File: config.mk
export PLATFORM = sky130hd
export DESIGN_NAME = seg_scan_mux
export DESIGN_NICKNAME = d
export VERILOG_FILES = /design/src/rtl/seg_pkg.sv /design/src/rtl/hex7seg.sv /design/src/rtl/seg_scan_mux.sv
export SDC_FILE = /design/constraint.sdc
export NUM_CORES = 1
export LEC_CHECK = 0
export BUFFER_PORTS_ARGS = -buffer_cell sky130_fd_sc_hd__buf_4
export CAP_MARGIN = 20
export CELL_PAD_IN_SITES_DETAIL_PLACEMENT = 0
export CELL_PAD_IN_SITES_GLOBAL_PLACEMENT = 1
export CORE_ASPECT_RATIO = 0.75
export CORE_UTILIZATION = 36
export CTS_CLUSTER_SIZE = 40
export DETAILED_ROUTE_END_ITERATION = 16
export PLACE_DENSITY_LB_ADDON = 0.2
export RECOVER_POWER = 50
export SYNTH_ARGS = -nofsm -noshare
export SYNTH_HDL_FRONTEND = slang
export SYNTH_SLANG_ARGS = --single-unit
File: constraint.sdc
create_clock -name clk -period 6 [get_ports clk]
set_input_delay 0.3 -clock clk [delete_from_list [all_inputs] [get_ports clk]]
set_output_delay 0.3 -clock clk [all_outputs]
set_load 0.02 [all_outputs]
File: src/rtl/seg_pkg.sv
// seg_pkg: shared constants, FSM state type and active-low hex glyph table for seg_scan_mux
package seg_pkg;
  localparam int NUM_DIGITS = 4;
  localparam logic [6:0] SEG_OFF = 7'h7F;
  typedef enum logic {BLANK, DRIVE} state_t;
  // index = nibble, bit 0 = segment a, 0 = lit
  localparam logic [6:0] GLYPH [0:15] = '{
    7'h40, 7'h79, 7'h24, 7'h30, 7'h19, 7'h12, 7'h02, 7'h78,
    7'h00, 7'h10, 7'h08, 7'h03, 7'h46, 7'h21, 7'h06, 7'h0E
  };
endpackage

File: src/rtl/hex7seg.sv
// hex7seg: combinational nibble to active-low 7-segment glyph
module hex7seg
  import seg_pkg::*;
(
  input  logic [3:0] nib_i,
  output logic [6:0] seg_o
);
  assign seg_o = GLYPH[nib_i];
endmodule

File: src/rtl/seg_scan_mux.sv
// seg_scan_mux: 4-digit multiplexed 7-seg scanner with anti-ghost blanking; SEG_SCAN_LEADING_ZERO_BLANK_EN darkens leading zeros
module seg_scan_mux
  import seg_pkg::*;
#(
  parameter int REFRESH_DIV  = 100000,
  parameter int BLANK_CYCLES = 1000
) (
  input  logic                  clk,
  input  logic                  rst,
  input  logic                  load,
  input  logic [15:0]           value,
  input  logic [NUM_DIGITS-1:0] dig_en,
  input  logic                  ovf,
  output logic [6:0]            seg,
  output logic                  dp,
  output logic [NUM_DIGITS-1:0] AN,
  output logic                  frame_done
);
  localparam int CW = $clog2(REFRESH_DIV);
  localparam logic [CW-1:0] LAST = CW'(REFRESH_DIV - 1);
  localparam logic [CW-1:0] BLK  = CW'(BLANK_CYCLES);
  logic [CW-1:0] cnt_q, cnt_d;
  logic [1:0] dig_q, dig_d;
  state_t state_q, state_d;
  logic [15:0] val_q;
  logic [NUM_DIGITS-1:0] en_q, an_q;
  logic ovf_q, dp_q, fd_q, lit, lz;
  logic [6:0] seg_q, glyph;
  logic [3:0] nib;
  hex7seg u_hex (.nib_i(nib), .seg_o(glyph));
`ifdef SEG_SCAN_LEADING_ZERO_BLANK_EN
  assign lz = (dig_d != 2'd0) && ((val_q >> {dig_d, 2'b00}) == 16'h0);
`else
  assign lz = 1'b0;
`endif
  // next-state values describe the slot position being entered, so outputs line up with cnt_q
  always_comb begin
    cnt_d   = (cnt_q == LAST) ? '0 : cnt_q + 1'b1;
    dig_d   = (cnt_q == LAST) ? dig_q + 2'd1 : dig_q;
    state_d = (cnt_d < BLK) ? BLANK : DRIVE;
    nib     = val_q[{dig_d, 2'b00} +: 4];
    lit     = en_q[dig_d] && !lz;
  end
  always_ff @(posedge clk) begin
    if (rst) begin
      cnt_q   <= '0;
      dig_q   <= '0;
      state_q <= BLANK;
      val_q   <= '0;
      en_q    <= '0;
      ovf_q   <= 1'b0;
      an_q    <= '1;
      seg_q   <= SEG_OFF;
      dp_q    <= 1'b1;
      fd_q    <= 1'b0;
    end else begin
      if (load) begin
        val_q <= value;
        en_q  <= dig_en;
        ovf_q <= ovf;
      end
      cnt_q   <= cnt_d;
      dig_q   <= dig_d;
      state_q <= state_d;
      fd_q    <= (dig_d == 2'd3) && (cnt_d == LAST);
      if (state_d == BLANK) begin
        an_q  <= '1;
        seg_q <= SEG_OFF;
        dp_q  <= 1'b1;
      end else if (state_q == BLANK) begin
        an_q  <= lit ? ~(4'b0001 << dig_d) : 4'hF;
        seg_q <= lit ? glyph : SEG_OFF;
        dp_q  <= ~(lit && (dig_d == 2'd0) && ovf_q);
      end
    end
  end
  assign AN         = an_q;
  assign seg        = seg_q;
  assign dp         = dp_q;
  assign frame_done = fd_q;
endmodule

==> flow_metrics.env <==
export IMPL_async_flop_share_pct=0
export IMPL_synth_area_leaders="dfxtp_1 37%, mux2i_1 11%, nor2_1 7.4%"
export IMPL_cts_sinks=54
export IMPL_worst_slack_ns=2.43
export IMPL_cpMaxStageDelayCell="a222oi_1"
export IMPL_overflow=0
export IMPL_synth_edf_count=0
export IMPL_cts_htree_levels=2
export IMPL_synth_ff_type="dfxtp_1"
export IMPL_avgSynthCellArea_sq_um=8.73
export IMPL_instances_no_fill=458
export IMPL_syn_to_final_growth_pct=12.0
export IMPL_clk_pin_slew_ns=0.10
export IMPL_maxCapViolCount=1
export IMPL_die_x_um=106
export IMPL_worst_pin_slew_ns=1.56
export IMPL_grt_setup_unrepaired="false"
export IMPL_critPathLaunchType="flop"
export IMPL_grt_max_degree=32
export IMPL_drtIter0Drc=202
export IMPL_cellPowerDensity_nw_per_um2=202
export IMPL_path_buf_inv=1
export IMPL_cts_buffers=5
export IMPL_fin_area_sq_um=3260
export IMPL_root_buffer="clkbuf_8"
export IMPL_portBuffers=36
export IMPL_synth_most_common_cell="nor2_1"
export IMPL_fp_dieH_um=79.8
export IMPL_netlist_instances=333
export IMPL_drive_gt1_share_pct=13.7
export IMPL_outcome="complete, but fails checks"
export IMPL_pin_count=37
export IMPL_post_dp_cell_area_sq_um=3200
export IMPL_vias=2409
export IMPL_hpwlAfterDp_um=5090
export IMPL_synthesis_area_sq_um=2910
export IMPL_vdd_drop_max_uv=92.3
export IMPL_ant_nets=0
export IMPL_dieArea_sq_um=8440
export IMPL_cts_tree="built"
export IMPL_maxSlewViolCount=22
export IMPL_viasPerCell=5.26
export IMPL_ys_ff_latch=54
export IMPL_leakage_uw=0.00123
export IMPL_grt_pass1_wl_um=11500
export IMPL_post_cts_buffers=0
export IMPL_cp_common_cell="ha_1"
export IMPL_synth_warnings=0
export IMPL_yosysTopAreaCellShare_pct=37.2
export IMPL_gp_congestion=0.822
export IMPL_violations="max-capacitance violations, max-slew violations"
export IMPL_cp_top_family="compound AO/OA/AOI/OAI gates"
export IMPL_hold_class="in2reg"
export IMPL_synth_seq_area_share_pct=37.2
export IMPL_drc=0
export IMPL_worstPathArrival_ns=3.77
export IMPL_crit_fanout=6
export IMPL_antenna_found_initial=0
export IMPL_wl_per_cell_um=14.6
export IMPL_final_core_util_pct=43.0
export IMPL_required_ns=6.20
export IMPL_synth_common_cells="57 x nor2_1, 54 x dfxtp_1, 31 x mux2i_1, 23 x nand2_1, 17 x inv_1"
export IMPL_clock_latency_ns=0.31
export IMPL_wirelength_um=6690
export IMPL_antenna_cells=0
export IMPL_fin_crit_sh_pct=59.5
export IMPL_grt_usage_pct=17.2
export IMPL_dp_cells=449
export IMPL_syn_num_nets=364
export IMPL_setup_tns_ns=0
export IMPL_dr_pass1_iters=4
export IMPL_critPathKind="reg2reg"
export IMPL_worstSetupEndpointType="flop"
export IMPL_relSlewSlack_pct=-4.31
export IMPL_hold_viol_final=0
export IMPL_place_ws_ns=2.39
export IMPL_hold_buffers=0
export IMPL_path_cells="ha_1 > and4_4 > nand4_1 > xnor2_1 > a222oi_1 > inv_1 > ha_1 > or2_2 > a311oi_1 > o21ai_1"
export IMPL_core_sq_um=7570
export IMPL_layout_min_cycle_time_ns=3.57
export IMPL_start_util_pct=38.4
export IMPL_yosysTopAreaCell="dfxtp_1"
export IMPL_fmax_mhz=280
export IMPL_cpPeakStageDelay_ns=0.71
export IMPL_ys_types=58
export IMPL_fin_skew_ns=0.00671
export IMPL_num_rows=27
export IMPL_clock_path_buffers=2
export IMPL_num_nets_final=387
export IMPL_grt_pass1_vias=2289
export IMPL_cts_resized=0
export IMPL_setup_viol=0
-- state kept, by name, indices dropped and copies added, names as in the netlist --
register / cells
cnt_q: 17
val_q: 16
seg: 7
AN: 4
en_q: 4
dig_q: 2
dp: 1
frame_done: 1
ovf_q: 1
state_q: 1
-- metal layers --
metal	share of wire, %	GRT usage, %	up-vias	wire, um
li1	-	-	1231	-
met2	40	25.0	49	2660
met3	4.5	4.00	8	304
met1	55	25.1	1121	3660
met4	0.97	4.58	0	65
met5	0	0	-	0
-- worst reg2reg max path: stages, from the launching register on --
cell      delay [ns]
dfxtp_1         0.38
ha_1            0.29
and4_4          0.29
nand4_1         0.28
xnor2_1         0.30
a222oi_1        0.71
inv_1           0.23
ha_1            0.34
or2_2           0.29
a311oi_1        0.26
o21ai_1         0.09
-- stage by stage --
step                hold slack [ns]  total power [uW]
floorplan                     0.425               427
global route                  0.214               695
global placement              0.440               449
detailed placement            0.454               450
CTS                           0.205               667
finish                        0.214               657
-- kinds of logic after synthesis --
| family | Yosys count | share of synthesized area, % |
|---|---|---|
| AOI/OAI and AO/OA | 46 | 12.4 |
| muxes | 34 | 11.8 |
| buffers and inverters | 39 | 6.11 |
| adders and majority gates | 7 | 3.01 |
| DFF | 54 | 37.2 |
| and+or+nand+nor | 135 | 24.0 |
| xor gates and xnor gates | 18 | 5.42 |
-- cell type report --
cell class / instances / area (sq um)
well taps: 101 / 126
clock inverters: 2 / 12.5
inverters: 17 / 63.8
fillers: 792 / 4310
repair buffers: 38 / 240
multi-input cells: 240 / 1650
flip-flops and latches: 54 / 1080
clock buffers: 6 / 82.6
-- path summary, 6_finish.rpt --
check                 from        to  slack, ns  cells after the start
setup reg to reg  cnt_q[0]    seg[1]       2.43                     10
hold reg to reg   cnt_q[0]  cnt_q[0]       0.47                      1
setup / recovery  cnt_q[0]    seg[1]       2.43                     10
hold / removal    value[9]  val_q[9]       0.21                      3
-- cells in the final DEF (no fill, tap or decap), types with 3 or more instances in the layout --
cell | netlist | layout
o22ai_1 | 3 | 3
a222oi_1 | 3 | 3
xnor2_1 | 12 | 12
inv_1 | 17 | 17
o21ai_1 | 3 | 3
nand2b_1 | 4 | 4
o21ai_0 | 5 | 5
dfxtp_1 | 54 | 54
or2_2 | 3 | 3
nor4_1 | 8 | 8
a21oi_1 | 3 | 3
nand2_1 | 23 | 23
buf_4 | 1 | 26
a31oi_1 | 3 | 3
clkbuf_1 | 12 | 12
clkbuf_8 | 0 | 6
nand3_1 | 7 | 7
nor3_1 | 6 | 6
nand4_1 | 7 | 7
mux2_2 | 3 | 3
xor2_1 | 6 | 6
ha_1 | 7 | 7
mux2i_1 | 31 | 31
nor2_1 | 57 | 57
a211oi_1 | 4 | 4
-- power by group --
| part | total (uW) | leakage, uW | switching, uW | internal (uW) |
|---|---|---|---|---|
| sequential | 375 | 0.000440 | 7.20 | 368 |
| clock | 215 | 0.0000472 | 122 | 93.1 |
| combinational | 66.5 | 0.000739 | 34.1 | 32.4 |
(Power assumes the default switching activity.)
